[src/rtl/z480_trap_pkg.sv]
// Shared types and constants for the Z480 nested trap controller.
// Entry field widths match the default top-level parameters.
package z480_trap_pkg;

  localparam int unsigned TRAP_XLEN    = 64;
  localparam int unsigned TRAP_CAUSE_W = 32;
  localparam int unsigned TRAP_MODE_W  = 2;

  // Cause code reported to the CSR file once the stack has overflowed.
  localparam logic [TRAP_CAUSE_W-1:0] CAUSE_DOUBLE_FAULT = 32'h0000_0008;

  typedef struct packed {
    logic [TRAP_CAUSE_W-1:0] cause;
    logic [TRAP_XLEN-1:0]    epc;
    logic [TRAP_MODE_W-1:0]  prev_mode;
  } trap_entry_t;

  typedef enum logic [1:0] {
    IDLE  = 2'd0,
    TRAP  = 2'd1,
    FAULT = 2'd2
  } trap_state_e;

endpackage

[src/rtl/z480_trap_prio_arb.sv]
// Fixed-priority arbiter: lowest asserted request index wins.
// Produces a one-hot grant, the winning index and an any-request flag.
module z480_trap_prio_arb #(
  parameter int unsigned NSRC  = 4,
  parameter int unsigned IDX_W = (NSRC > 1) ? $clog2(NSRC) : 1
) (
  input  logic [NSRC-1:0]  req,
  output logic [NSRC-1:0]  gnt,
  output logic [IDX_W-1:0] gnt_idx,
  output logic             gnt_any
);

  always_comb begin
    gnt     = '0;
    gnt_idx = '0;
    gnt_any = 1'b0;
    for (int unsigned i = 0; i < NSRC; i++) begin
      if (req[i] && !gnt_any) begin
        gnt[i]  = 1'b1;
        gnt_idx = IDX_W'(i);
        gnt_any = 1'b1;
      end
    end
  end

endmodule

[src/rtl/z480_trap_stack.sv]
// Nested trap controller: arbitrates raise sources, pushes {cause, epc, mode}
// onto a DEPTH-entry flop stack, pops on trap return, sticky double fault.
module z480_trap_stack
  import z480_trap_pkg::*;
#(
  parameter int unsigned XLEN    = 64,
  parameter int unsigned CAUSE_W = 32,
  parameter int unsigned NSRC    = 4,
  parameter int unsigned DEPTH   = 4,
  parameter int unsigned MODE_W  = 2,
  parameter int unsigned LVL_W   = $clog2(DEPTH + 1)
) (
  input  logic                    clk,
  input  logic                    rst,
  input  logic [NSRC-1:0]         raise_valid,
  input  logic [NSRC*CAUSE_W-1:0] raise_cause,
  input  logic [NSRC*XLEN-1:0]    raise_epc,
  output logic [NSRC-1:0]         raise_ack,
  input  logic [MODE_W-1:0]       cur_mode,
  input  logic                    ret_req,
  input  logic                    epc_we,
  input  logic [XLEN-1:0]         epc_wdata,
  output logic                    in_trap,
  output logic [LVL_W-1:0]        level,
  output logic [CAUSE_W-1:0]      cause,
  output logic [XLEN-1:0]         epc,
  output logic                    ret_valid,
  output logic [XLEN-1:0]         ret_pc,
  output logic [MODE_W-1:0]       ret_mode,
  output logic                    spurious_ret,
  output logic                    double_fault
);

  localparam int unsigned SIDX_W = (NSRC > 1) ? $clog2(NSRC) : 1;
  localparam int unsigned TIDX_W = (DEPTH > 1) ? $clog2(DEPTH) : 1;
  localparam logic [LVL_W-1:0] LVL_FULL = LVL_W'(DEPTH);

  trap_state_e        state_q, state_d;
  logic [LVL_W-1:0]   level_q, level_d;
  trap_entry_t        stack_q [DEPTH];
  trap_entry_t        stack_d [DEPTH];
  logic               ret_valid_q, ret_valid_d;
  logic [XLEN-1:0]    ret_pc_q, ret_pc_d;
  logic [MODE_W-1:0]  ret_mode_q, ret_mode_d;
  logic               spurious_q, spurious_d;
  logic               dfault_q, dfault_d;

  logic [NSRC-1:0]    arb_gnt;
  logic [SIDX_W-1:0]  arb_idx;
  logic               arb_any;
  logic               grant;
  logic [TIDX_W-1:0]  top_idx;
  logic [TIDX_W-1:0]  push_idx;
  logic [CAUSE_W-1:0] sel_cause;
  logic [XLEN-1:0]    sel_epc;
  trap_entry_t        top_entry;

  z480_trap_prio_arb #(
    .NSRC  (NSRC),
    .IDX_W (SIDX_W)
  ) u_arb (
    .req     (raise_valid),
    .gnt     (arb_gnt),
    .gnt_idx (arb_idx),
    .gnt_any (arb_any)
  );

  assign grant     = arb_any && (state_q != FAULT);
  assign raise_ack = (state_q == FAULT) ? '0 : arb_gnt;

  assign sel_cause = raise_cause[int'(arb_idx)*CAUSE_W +: CAUSE_W];
  assign sel_epc   = raise_epc[int'(arb_idx)*XLEN +: XLEN];
  assign top_idx   = TIDX_W'(level_q - LVL_W'(1));
  assign push_idx  = TIDX_W'(level_q);
  assign top_entry = stack_q[top_idx];

  always_comb begin
    state_d     = state_q;
    level_d     = level_q;
    stack_d     = stack_q;
    ret_valid_d = 1'b0;
    ret_pc_d    = ret_pc_q;
    ret_mode_d  = ret_mode_q;
    spurious_d  = 1'b0;
    dfault_d    = dfault_q;
    case (state_q)
      FAULT: ;
      default: begin
        // Priority: raise beats return, return beats a CSR epc write.
        if (grant) begin
          if (level_q == LVL_FULL) begin
            dfault_d = 1'b1;
            state_d  = FAULT;
          end else begin
            stack_d[push_idx].cause     = TRAP_CAUSE_W'(sel_cause);
            stack_d[push_idx].epc       = TRAP_XLEN'(sel_epc);
            stack_d[push_idx].prev_mode = TRAP_MODE_W'(cur_mode);
            level_d = level_q + LVL_W'(1);
            state_d = TRAP;
          end
        end else if (ret_req) begin
          if (level_q == '0) begin
            spurious_d = 1'b1;
          end else begin
            ret_valid_d = 1'b1;
            ret_pc_d    = XLEN'(top_entry.epc);
            ret_mode_d  = MODE_W'(top_entry.prev_mode);
            level_d     = level_q - LVL_W'(1);
            state_d     = (level_q == LVL_W'(1)) ? IDLE : TRAP;
          end
        end else if (epc_we && (level_q != '0)) begin
          stack_d[top_idx].epc = TRAP_XLEN'(epc_wdata);
        end
      end
    endcase
  end

  always_ff @(posedge clk) begin
    if (rst) begin
      state_q     <= IDLE;
      level_q     <= '0;
      ret_valid_q <= 1'b0;
      ret_pc_q    <= '0;
      ret_mode_q  <= '0;
      spurious_q  <= 1'b0;
      dfault_q    <= 1'b0;
    end else begin
      state_q     <= state_d;
      level_q     <= level_d;
      ret_valid_q <= ret_valid_d;
      ret_pc_q    <= ret_pc_d;
      ret_mode_q  <= ret_mode_d;
      spurious_q  <= spurious_d;
      dfault_q    <= dfault_d;
    end
  end

  // Stack contents are don't-care after reset; level gates visibility.
  always_ff @(posedge clk) begin
    stack_q <= stack_d;
  end

  assign in_trap      = (level_q != '0);
  assign level        = level_q;
  assign cause        = in_trap ? CAUSE_W'(top_entry.cause) : '0;
  assign epc          = in_trap ? XLEN'(top_entry.epc) : '0;
  assign ret_valid    = ret_valid_q;
  assign ret_pc       = ret_pc_q;
  assign ret_mode     = ret_mode_q;
  assign spurious_ret = spurious_q;
  assign double_fault = dfault_q;

endmodule

[config.mk]
export PLATFORM = sky130hd
export DESIGN_NAME = z480_trap_stack
export DESIGN_NICKNAME = d
export VERILOG_FILES = /design/src/rtl/z480_trap_pkg.sv /design/src/rtl/z480_trap_prio_arb.sv /design/src/rtl/z480_trap_stack.sv
export SDC_FILE = /design/constraint.sdc
export NUM_CORES = 1
export LEC_CHECK = 0
export BUFFER_PORTS_ARGS = -buffer_cell sky130_fd_sc_hd__buf_2
export CAP_MARGIN = 10
export CORE_AREA = 2 2 243 245
export CTS_BUF_LIST = sky130_fd_sc_hd__clkbuf_16
export CTS_CLUSTER_DIAMETER = 60
export DETAILED_ROUTE_END_ITERATION = 8
export DIE_AREA = 0 0 245 247
export GPL_TIMING_DRIVEN = 0
export HOLD_SLACK_MARGIN = 0.12
export SETUP_SLACK_MARGIN = 0.1
export SLEW_MARGIN = 20
export SYNTH_ARGS = -nofsm -noshare
export SYNTH_HDL_FRONTEND = slang
export SYNTH_SLANG_ARGS = --single-unit
[constraint.sdc]
create_clock -name clk -period 8.1 [get_ports clk]
set_input_delay 0.81 -clock clk [delete_from_list [all_inputs] [get_ports clk]]
set_output_delay 0.81 -clock clk [all_outputs]
set_load 0.03 [all_outputs]
# ---- Yosys cells after proc, flatten, opt, wreduce, memory -nomap -nowiden
# Index checks and enable logic that the tools add are counted.
dict set report word_totals {
  regBits 466
  inputBits 458
  word_cells 103
}
dict set report op_classes {
  n_addsub 2
  n_lt_le_gt_ge 4
  eq_ne 7
  shift 2
  muxes 43
  bitwise_logic 6
  reduce_logical 20
}
# operator count
set ops {}
lappend ops {{$bwmux W392} 4}
lappend ops {{$mux W392} 4}
lappend ops {{$demux W98 S2} 4}
lappend ops {{$mux W98} 3}
lappend ops {{$shiftx A256 B9 Y64} 1}
lappend ops {{$bmux W98 S2} 1}
lappend ops {{$mux W66} 2}
lappend ops {{$shiftx A128 B8 Y32} 1}
lappend ops {{$mux W64} 1}
lappend ops {{$mux W32} 1}
lappend ops {{$mux W2} 7}
lappend ops {{$mux W3} 4}
lappend ops {{$reduce_and A4 Y1} 3}
lappend ops {{$mux W1} 11}
lappend ops {{$logic_and A1 B1 Y1} 7}
lappend ops {{$ge A3 B3 Y1 const B} 2}
lappend ops {{$lt A3 B1 Y1 const B} 2}
lappend ops {{$ne A2 B2 Y1 const B} 3}
lappend ops {{$not A2 Y3} 2}
lappend ops {{$reduce_and A3 Y1} 2}
lappend ops {{$mux W4} 1}
lappend ops {{$not A1 Y1} 4}
lappend ops {{$reduce_bool A2 Y1} 2}
lappend ops {{$reduce_or A4 Y1} 1}
lappend ops {{9 further kinds} 11}

# ---- Longest topological paths before layout
# Gate-level depths: netlist (run 1).
dict set report logic_depth {
  ltp_word 16
  ltp_mapped 11
  depth_no_buf 6
}

# ---- Cells and area by module
# A second synthesis (run 1) with hierarchy kept.
dict set report hier_totals {
  hier_cells 1582
  area_unflattened_um2 23466.3
}
# module n_inst cells_each area_per_inst_um2 seq_area_each_um2
set by_module_without_submodules {}
lappend by_module_without_submodules {z480_trap_stack 1 1571 23404.9 13252.7}
lappend by_module_without_submodules {z480_trap_prio_arb 1 11 61.3 0.0}

# ---- Worst setup path before layout (run 1)
# Ideal clock, no wire load.
dict set report synth_path {
  path_type {in2reg}
  startpoint {in raise_valid[1]}
  endpoint {reg stack_q[100] in the netlist's numbering (enable)}
  setup_ps 427
  t_arrival_ps 5109
  t_required_ps 7673
  path_slack_ps 2564
  stages 7
  path_buffers 2
  cell_sequence {buf_2 > nor4_4 > nor2_1 > clkbuf_1 > and3_1 > nor2_1 > a31o_1}
}
dict set report synth_between {
  elab_chain_len 11
}
# element line
set synth_rtl {}
lappend synth_rtl {{from (decl)} z480_trap_stack.sv:15} ;# input logic [NSRC-1:0] raise_valid,
lappend synth_rtl {{$logic_and A1 B1 Y1 *} z480_trap_prio_arb.sv:18} ;# if (req[i] && !gnt_any) begin
lappend synth_rtl {{$mux W1 *} z480_trap_prio_arb.sv:18}
lappend synth_rtl {{$logic_not A1 Y1} z480_trap_prio_arb.sv:18}
lappend synth_rtl {{$logic_and A1 B1 Y1} z480_trap_prio_arb.sv:18}
lappend synth_rtl {{$mux W1 *} z480_trap_prio_arb.sv:18}
lappend synth_rtl {{$logic_not A1 Y1} z480_trap_prio_arb.sv:18}
lappend synth_rtl {{$logic_and A1 B1 Y1} z480_trap_prio_arb.sv:18}
lappend synth_rtl {{$mux W1 *} z480_trap_prio_arb.sv:18}
lappend synth_rtl {{$logic_and A1 B1 Y1 *} z480_trap_stack.sv:68} ;# assign grant = arb_any && (state_q != FAULT);
lappend synth_rtl {{$ne A2 B1 Y1 (no line) (tied with other cells)} --}
lappend synth_rtl {{$reduce_and A4 Y1 (no line) *} --}
lappend synth_rtl {{to (signal assigned)} z480_trap_stack.sv:140} ;# stack_q <= stack_d;
lappend synth_rtl {{to (decl)} z480_trap_stack.sv:40} ;# trap_entry_t stack_q [DEPTH];
# Every way passes the cells marked *; elsewhere a longest branch is shown, timed or not.
# A chain may end at the register's enable or synchronous reset.

# ---- Worst setup path after layout (run 1)
dict set report layout_path {
  startpoint {reg level_q[0], in the netlist level[0]}
  endpoint {out cause[12]}
}
dict set report layout_between {
  elab_chain_len 6
}
# element line
set layout_rtl {}
lappend layout_rtl {{from (decl)} z480_trap_stack.sv:39} ;# logic [LVL_W-1:0] level_q, level_d;
lappend layout_rtl {{from (signal assigned)} z480_trap_stack.sv:129} ;# level_q <= level_d;
lappend layout_rtl {{$sub A3 B1 Y3} --}
lappend layout_rtl {{via top_idx[0]} z480_trap_stack.sv:52} ;# logic [TIDX_W-1:0] top_idx;
lappend layout_rtl {{$not A2 Y3 (implied by the code)} z480_trap_stack.sv:75} ;# assign top_entry = stack_q[top_idx];
lappend layout_rtl {{$bmux W98 S2} z480_trap_stack.sv:75}
lappend layout_rtl {{$mux W98 (implied by the code) (2 in series)} z480_trap_stack.sv:75}
lappend layout_rtl {{$mux W32} z480_trap_stack.sv:145} ;# assign cause = in_trap ? CAUSE_W'(top_entry.cause) : '0;
lappend layout_rtl {{to (decl)} z480_trap_stack.sv:25} ;# output logic [CAUSE_W-1:0] cause,
# The timed path passes the listed nets, and every way through them passes these cells. The select of a mux whose other input is x is not followed.

==> results of run 1 <==
[registers in the layout, summed over array words and instances, names as in the netlist]
register      count
double_fault      1
level             3
ret_mode          2
ret_pc           64
ret_valid         1
spurious_ret      1
stack_q         392
state_q           2
[per-layer routing]
| layer | global-route usage [%] | vias to the layer above |
|---|---|---|
| met4 | 13.24 | 16 |
| met1 | 42.77 | 10640 |
| met5 | 0 | - |
| li1 | - | 9194 |
| met3 | 7.890 | 224 |
| met2 | 57.67 | 1427 |
[metrics by stage]
stage | utilization [%] | power, mW | worst slack [ns]
6_report | 50.53 | 9.344 | 1.970
5_1_grt | 50.50 | 9.631 | 1.815
3_3_place_gp | 47.23 | 7.103 | -1.023
2_1_floorplan | - | 5.571 | 2.564
3_5_place_dp | 47.87 | 7.209 | 2.623
4_1_cts | 50.47 | 9.331 | 1.944
[path summary, 6_finish.rpt]
check	start	end	slack [ns]	depth (start not counted)
setup / recovery	level[0]$_SDFFE_PP0P_	cause[12]	1.97	10
hold / removal	double_fault$_SDFFE_PP0P_	double_fault$_SDFFE_PP0P_	0.48	2
setup reg to reg	level[0]$_SDFFE_PP0P_	ret_pc[39]$_SDFFE_PP0P_	3.47	11
hold reg to reg	double_fault$_SDFFE_PP0P_	double_fault$_SDFFE_PP0P_	0.48	2
[cells in the final DEF (no fill, tap or decap), types with 3 or more instances in the layout]
master	Yosys	routed
inv_1	3	17
a31o_4	0	3
buf_2	56	685
mux4_2	98	98
clkinv_1	0	6
clkbuf_16	0	50
clkbuf_1	116	115
and2_1	103	103
a22oi_1	192	192
buf_12	0	5
ha_1	8	8
clkinv_2	0	9
nor2b_1	5	5
edfxtp_1	392	392
a21oi_1	100	99
buf_1	11	11
nor3_1	4	4
dfxtp_1	74	74
mux2i_1	67	67
clkinv_4	0	4
and3_1	10	10
o21ai_1	45	45
nor2_1	207	203
nand2_1	264	264
nor2_4	0	4
diode_2	0	14
nand2b_1	4	4
inv_2	0	4
o21ai_0	310	310
nand3_1	3	3
buf_16	0	7
[cell families after synthesis]
logic type	count (synthesis)	synth area share (%)
fa+ha+maj	8	0.4280
xor+xnor	3	0.1124
flops	466	56.66
buf+inv	186	3.284
mux	166	12.35
compound gates	652	16.07
simple gates	602	11.09
[area by class of cell]
| cell class | count | area, sq um |
|---|---|---|
| clock buffers | 50 | 1251 |
| diodes | 14 | 35.03 |
| inverters | 3 | 11.26 |
| fillers | 5352 | 28810 |
| well taps | 773 | 967.2 |
| clock inverters | 44 | 260.3 |
| repair buffers | 642 | 3456 |
| flip-flops and latches | 466 | 13250 |
| multi-input cells | 1431 | 9437 |
| plain buffers | 183 | 758.2 |
[report_power, final]
| part | switching, mW | internal (mW) |
|---|---|---|
| clock network | 0.992 | 1.16 |
| logic | 2.59 | 1.16 |
| registers | 0.131 | 3.31 |
[worst reg2reg max path, delay by kind of cell (launching register included)]
family	cells	cell delay [ns]
adders and majority gates	1	0.36
buffers and inverters	6	2.80
DFF	1	0.45
muxes	1	0.21
and+or+nand+nor	3	0.67
==> flow_metrics.env, run 1 <==
export IMPL_status="finished, final reports clean"
export IMPL_viasPerCell=5.962
export IMPL_cts_tree="done"
export IMPL_dr_total_vias=21500
export IMPL_worst_path_buf_inv=7
export IMPL_syn_to_final_growth_pct=25.82
export IMPL_path_clk_slew_ns=0.06
export IMPL_cp_max_fo=10
export IMPL_fmax_ghz=0.1631
export IMPL_fin_hold_ws_ns=0.4811
export IMPL_stdcell_area_sq_um=29430
export IMPL_dieArea_sq_um=60520
export IMPL_required_ns=7.29
export IMPL_die_h_microns=247
export IMPL_m1WireLength_mm=39.58
export IMPL_yosysMostFrequentCell="edfxtp_1"
export IMPL_placed_cells=3498
export IMPL_synth_seq_cells=466
export IMPL_synth_commonest_cells="edfxtp_1, o21ai_0, nand2_1, nor2_1, a22oi_1"
export IMPL_crit_type="reg -> out"
export IMPL_peakVddDrop_uv=203.3
export IMPL_arrival_ns=5.32
export IMPL_hpwl_mm=80.75
export IMPL_grt_max_degree=34
export IMPL_grt_pass1_vias=20670
export IMPL_worst_path_largest_cell_delay_ns=0.68
export IMPL_synth_nets=2549
export IMPL_maxSlewViolCount=0
export IMPL_cts_buffers=50
export IMPL_gr_total_overflow=0
export IMPL_fin_worst_skew_ns=0.03249
export IMPL_drv_cap=0
export IMPL_cts_max_level=2
export IMPL_clock_sinks=466
export IMPL_antenna_found_initial=27
export IMPL_hold_buffers=0
export IMPL_period_share_pct=75.68
export IMPL_route_met3_wl_mm=11.22
export IMPL_placementRows=89
export IMPL_routed_wl_mm=107.1
export IMPL_finalHoldViolations=0
export IMPL_highest_layer="met5"
export IMPL_yosys_area_top_type="edfxtp_1"
export IMPL_cp_cell_sequence="clkbuf_1, buf_2, inv_1, ha_1, clkbuf_1, clkbuf_1, clkbuf_1, mux4_2, and2_1, buf_2"
export IMPL_place_area_sq_um=27880
export IMPL_slowest_stage="clkbuf_1"
export IMPL_hp_class="reg -> reg"
export IMPL_cts_root_buffer="clkbuf_16"
export IMPL_met2_length_mm=51.97
export IMPL_pin_count=631
export IMPL_clk_latency_ns=0.61
export IMPL_synth_ff_type="edfxtp_1"
export IMPL_async_flop_share_pct=0
export IMPL_gp_congestion=0.9969
export IMPL_power_density_nw_per_um2=317.5
export IMPL_worst_setup_path_start_kind="register"
export IMPL_synth_area_sq_um=23390
export IMPL_grt_pass1_wl_mm=147.0
export IMPL_start_util_pct=40.16
export IMPL_cp_common_cell="clkbuf_1"
export IMPL_syn_avg_cell_area_sq_um=11.23
export IMPL_finalSetupViolations=0
export IMPL_slew_headroom_pct=18.17
export IMPL_drtIter0Drc=2576
export IMPL_cts_path_max_buffers=3
export IMPL_postCtsSetupRepairBufs=0
export IMPL_synth_top_area_share_pct=50.33
export IMPL_port_buffers=629
export IMPL_wire_per_inst_microns=29.69
export IMPL_chipWidth_microns=245
export IMPL_nets=3243
export IMPL_grt_util_all_layers_pct=34.22
export IMPL_synth_area_top_cells="edfxtp_1, mux4_2, o21ai_0"
export IMPL_rsz0062_at_grt="false"
export IMPL_dr_pass1_iters=6
export IMPL_p_leak_nw=11.71
export IMPL_syn_inst=2083
export IMPL_layout_cells_non_filler=3606
export IMPL_yosysWarnings=0
export IMPL_worst_setup_path_end_kind="primary output"
export IMPL_core_area_sq_um=58240
export IMPL_drive_gt1_share_pct=31.22
export IMPL_cts_resized=0
export IMPL_tightestPinTransition_ns=1.227
export IMPL_path_delay_family="buffers and inverters"
export IMPL_tns_ns=0
export IMPL_ant_nets=0
export IMPL_period_needed_ns=6.130
export IMPL_ys_seq_area_share_pct=56.66
export IMPL_yosys_cell_types_count=29
export IMPL_synth_edf_count=392
export IMPL_drc=0
(Power assumes the default switching activity.)
==> inputs of run 2 (changes only) <==
- ABC_AREA: not set -> 1
- CORE_AREA: 2 2 243 245 -> 2 2 244 246
- DIE_AREA: 0 0 245 247 -> 0 0 246 248
- PLACE_DENSITY: not set -> 0.69
- clock period: 8.1 -> 5 ns (I/O delays scaled with it)
==> run 2 against run 1 <==
Compared with the run above: first-iteration DRC count increased by 56%; worst setup slack got worse by 1.8 ns; global-route usage increased by 4.2 points; critical path depth increased by 3; critical path type unchanged; highest routed layer unchanged.
==> flow_metrics.env, run 2 <==
export IMPL_cts_tree="done"
export IMPL_worst_path_largest_cell_delay_ns=0.44
export IMPL_cp_cell_sequence="buf_4, inv_4, buf_4, buf_2, buf_2, ha_1, buf_4, clkinv_4, clkbuf_1, o21ai_0, o22a_1, nor2_1, buf_2"
export IMPL_ys_seq_area_share_pct=52.70
export IMPL_status="finished, final reports clean"
export IMPL_power_density_nw_per_um2=561.5
export IMPL_p_int_mw=9.896
export IMPL_fmax_ghz=0.2055
export IMPL_maxSlewViolCount=0
export IMPL_arrival_ns=4.37
export IMPL_grt_pass1_wl_mm=167.2
export IMPL_die_h_microns=248
export IMPL_tns_ns=0
export IMPL_yosysMostFrequentCell="nor2_1"
export IMPL_routed_wl_mm=120.8
export IMPL_final_cell_mix="buf_2, nor2_1, nand2_1, edfxtp_1, nand3_1"
export IMPL_drc=0
export IMPL_combPwrFrac_pct=45.6
export IMPL_final_common_cell="buf_2"
export IMPL_dr_pass1_iters=6
export IMPL_path_delay_family="buffers and inverters"
export IMPL_cts_buffers=51
export IMPL_antenna_found_initial=22
export IMPL_grt_pass1_vias=24150
export IMPL_hp_class="in -> reg"
export IMPL_synth_commonest_cells="nor2_1, nand2_1, edfxtp_1, nand3_1, o21bai_1"
export IMPL_syn_avg_cell_area_sq_um=8.436
export IMPL_grt_util_all_layers_pct=38.41
export IMPL_synth_top_area_share_pct=46.81
export IMPL_yosysWarnings=0
export IMPL_period_share_pct=97.30
export IMPL_nets=4150
export IMPL_cts_max_level=2
export IMPL_power_frac_seq_pct=32.6
export IMPL_finalSetupViolations=0
export IMPL_worst_setup_path_end_kind="primary output"
export IMPL_largest_register_ffs=392
export IMPL_yosys_cell_types_count=32
export IMPL_synth_area_sq_um=25150
export IMPL_peakVddDrop_uv=333.7
export IMPL_synth_area_top_cells="edfxtp_1, nor2_1, o21bai_1"
export IMPL_p_sw_share_pct=44.25
export IMPL_path_clk_slew_ns=0.06
export IMPL_clock_sinks=466
export IMPL_max_flop_register="stack_q"
export IMPL_fin_worst_skew_ns=0.02995
export IMPL_synth_edf_count=392
export IMPL_ant_nets=0
export IMPL_synth_ff_type="edfxtp_1"
export IMPL_gp_congestion=1.070
export IMPL_required_ns=4.50
export IMPL_syn_to_final_growth_pct=25.72
export IMPL_dieArea_sq_um=61010
export IMPL_synth_nets=3447
export IMPL_start_util_pct=43.01
export IMPL_async_flop_share_pct=0
export IMPL_placementRows=89
export IMPL_rsz0062_at_grt="false"
export IMPL_worst_path_buf_inv=9
export IMPL_wire_per_inst_microns=26.72
export IMPL_drv_cap=0
export IMPL_port_buffers=629
export IMPL_yosys_area_top_type="edfxtp_1"
export IMPL_synth_seq_cells=466
export IMPL_syn_inst=2981
export IMPL_core_area_sq_um=58460
export IMPL_period_needed_ns=4.865
export IMPL_chipWidth_microns=246
export IMPL_viasPerCell=5.866
export IMPL_drive_gt1_share_pct=24.47
export IMPL_cts_path_max_buffers=3
export IMPL_switching_power_mw=7.855
export IMPL_finalPower_mw=17.75
export IMPL_hpwl_mm=92.46
export IMPL_placed_cells=4404
export IMPL_pin_count=631
export IMPL_slew_headroom_pct=24.39
export IMPL_gr_total_overflow=0
export IMPL_drtIter0Drc=4008
export IMPL_finalHoldViolations=0
export IMPL_cp_max_fo=13
export IMPL_clk_latency_ns=0.62
export IMPL_grt_max_degree=27
export IMPL_cts_root_buffer="clkbuf_16"
export IMPL_utilization_pct=54.08
export IMPL_fin_hold_ws_ns=0.2551
export IMPL_tightestPinTransition_ns=1.134
export IMPL_slowest_stage="clkbuf_1"
export IMPL_crit_type="reg -> out"
export IMPL_clockPowerShare_pct=21.8
export IMPL_worst_setup_path_start_kind="register"
export IMPL_dr_total_vias=26520
export IMPL_p_leak_nw=13.87
export IMPL_layout_cells_non_filler=4521
-- run 2: cell types whose count changed after synthesis, sizes merged, moves of 33 or more --
cell / delta
a22oi: -192
and2: -103
buf: +80
inv: +114
mux2i: -67
mux4: -98
nand2: +137
nand3: +365
nor2: +517
o21ai: -98
o21bai: +256
o22ai: +33
-- run 2: final cells by class --
| type | count | area (sq um) |
|---|---|---|
| inverter | 120 | 460.4 |
| multi-input combinational | 2157 | 10400 |
| clock inverter | 44 | 389.1 |
| clock buffer | 52 | 1301 |
| fill | 5537 | 26850 |
| timing repair buffer | 650 | 3654 |
| buffer | 238 | 1137 |
| antenna | 21 | 52.55 |
| sequential | 466 | 13250 |
| tap | 773 | 967.2 |
-- run 2: power by group through the flow --
| stage | logic (mW) | clock network [mW] | registers (mW) |
|---|---|---|---|
| after floorplan | 4.38 | 0 | 5.93 |
| after global placement | 7.35 | 0 | 5.99 |
| after detailed placement | 7.83 | 0 | 5.85 |
| after CTS | 7.90 | 3.84 | 5.78 |
| after global routing | 8.48 | 4.00 | 5.87 |
| final | 8.10 | 3.87 | 5.79 |
-- run 2: metal layers --
| layer | up-vias | wire (microns) | track usage (%) |
|---|---|---|---|
| li1 | 11600 | - | - |
| met1 | 12510 | 45040 | 50.76 |
| met2 | 2023 | 52380 | 57.77 |
| met3 | 379 | 15940 | 10.16 |
| met4 | 10 | 7382 | 20.32 |
| met5 | - | 59 | 0 |
-- run 2: worst paths after layout --
kind | from | end | slack (ns) | cells past startpoint
worst max register to register | level[0]$_SDFFE_PP0P_ | stack_q[313]$_DFFE_PP_ | 0.65 | 14
worst min-delay path | cur_mode[0] | stack_q[0]$_DFFE_PP_ | 0.26 | 3
worst min register to register | double_fault$_SDFFE_PP0P_ | double_fault$_SDFFE_PP0P_ | 0.45 | 2
worst max-delay path | level[0]$_SDFFE_PP0P_ | epc[53] | 0.13 | 13
-- run 2: cells by family (layout without fill, tap and decap cells) --
logic type,after synthesis,count (layout),synth area share (%)
AO/OA/AOI/OAI,652,652,16.17
XOR/XNOR,1,1,0.03484
adder cells (fa/ha/maj),8,8,0.3981
buffers and inverters,358,1104,6.234
flip-flops,466,466,52.70
other,0,21,0
AND/OR/NAND/NOR,1496,1496,24.47
-- run 2: tightest hold or removal path, cell delays in order --
cell and delay (ns):
buf_2 0.08, inv_1 0.07, nor2_1 0.10
-- run 2: through the flow --
| step | cell area, sq um | setup WS (ns) |
|---|---|---|
| 2_1_floorplan | 25150 | -1.033 |
| 3_3_place_gp | 29260 | -4.571 |
| 3_5_place_dp | 29820 | -0.2309 |
| 4_1_cts | 31560 | 0.1065 |
| 5_1_grt | 31600 | 0.1156 |
| 6_report | 31620 | 0.1348 |
-- run 2: what timing repair did --
| item | in CTS | in global routing |
|---|---|---|
| pin swaps | 0 | 1 |
| hold buffers | 0 | 0 |
| gates resized for setup | 21 | 8 |
| setup buffers | 0 | 0 |
| endpoints found under the setup margin | 96 | 60 |
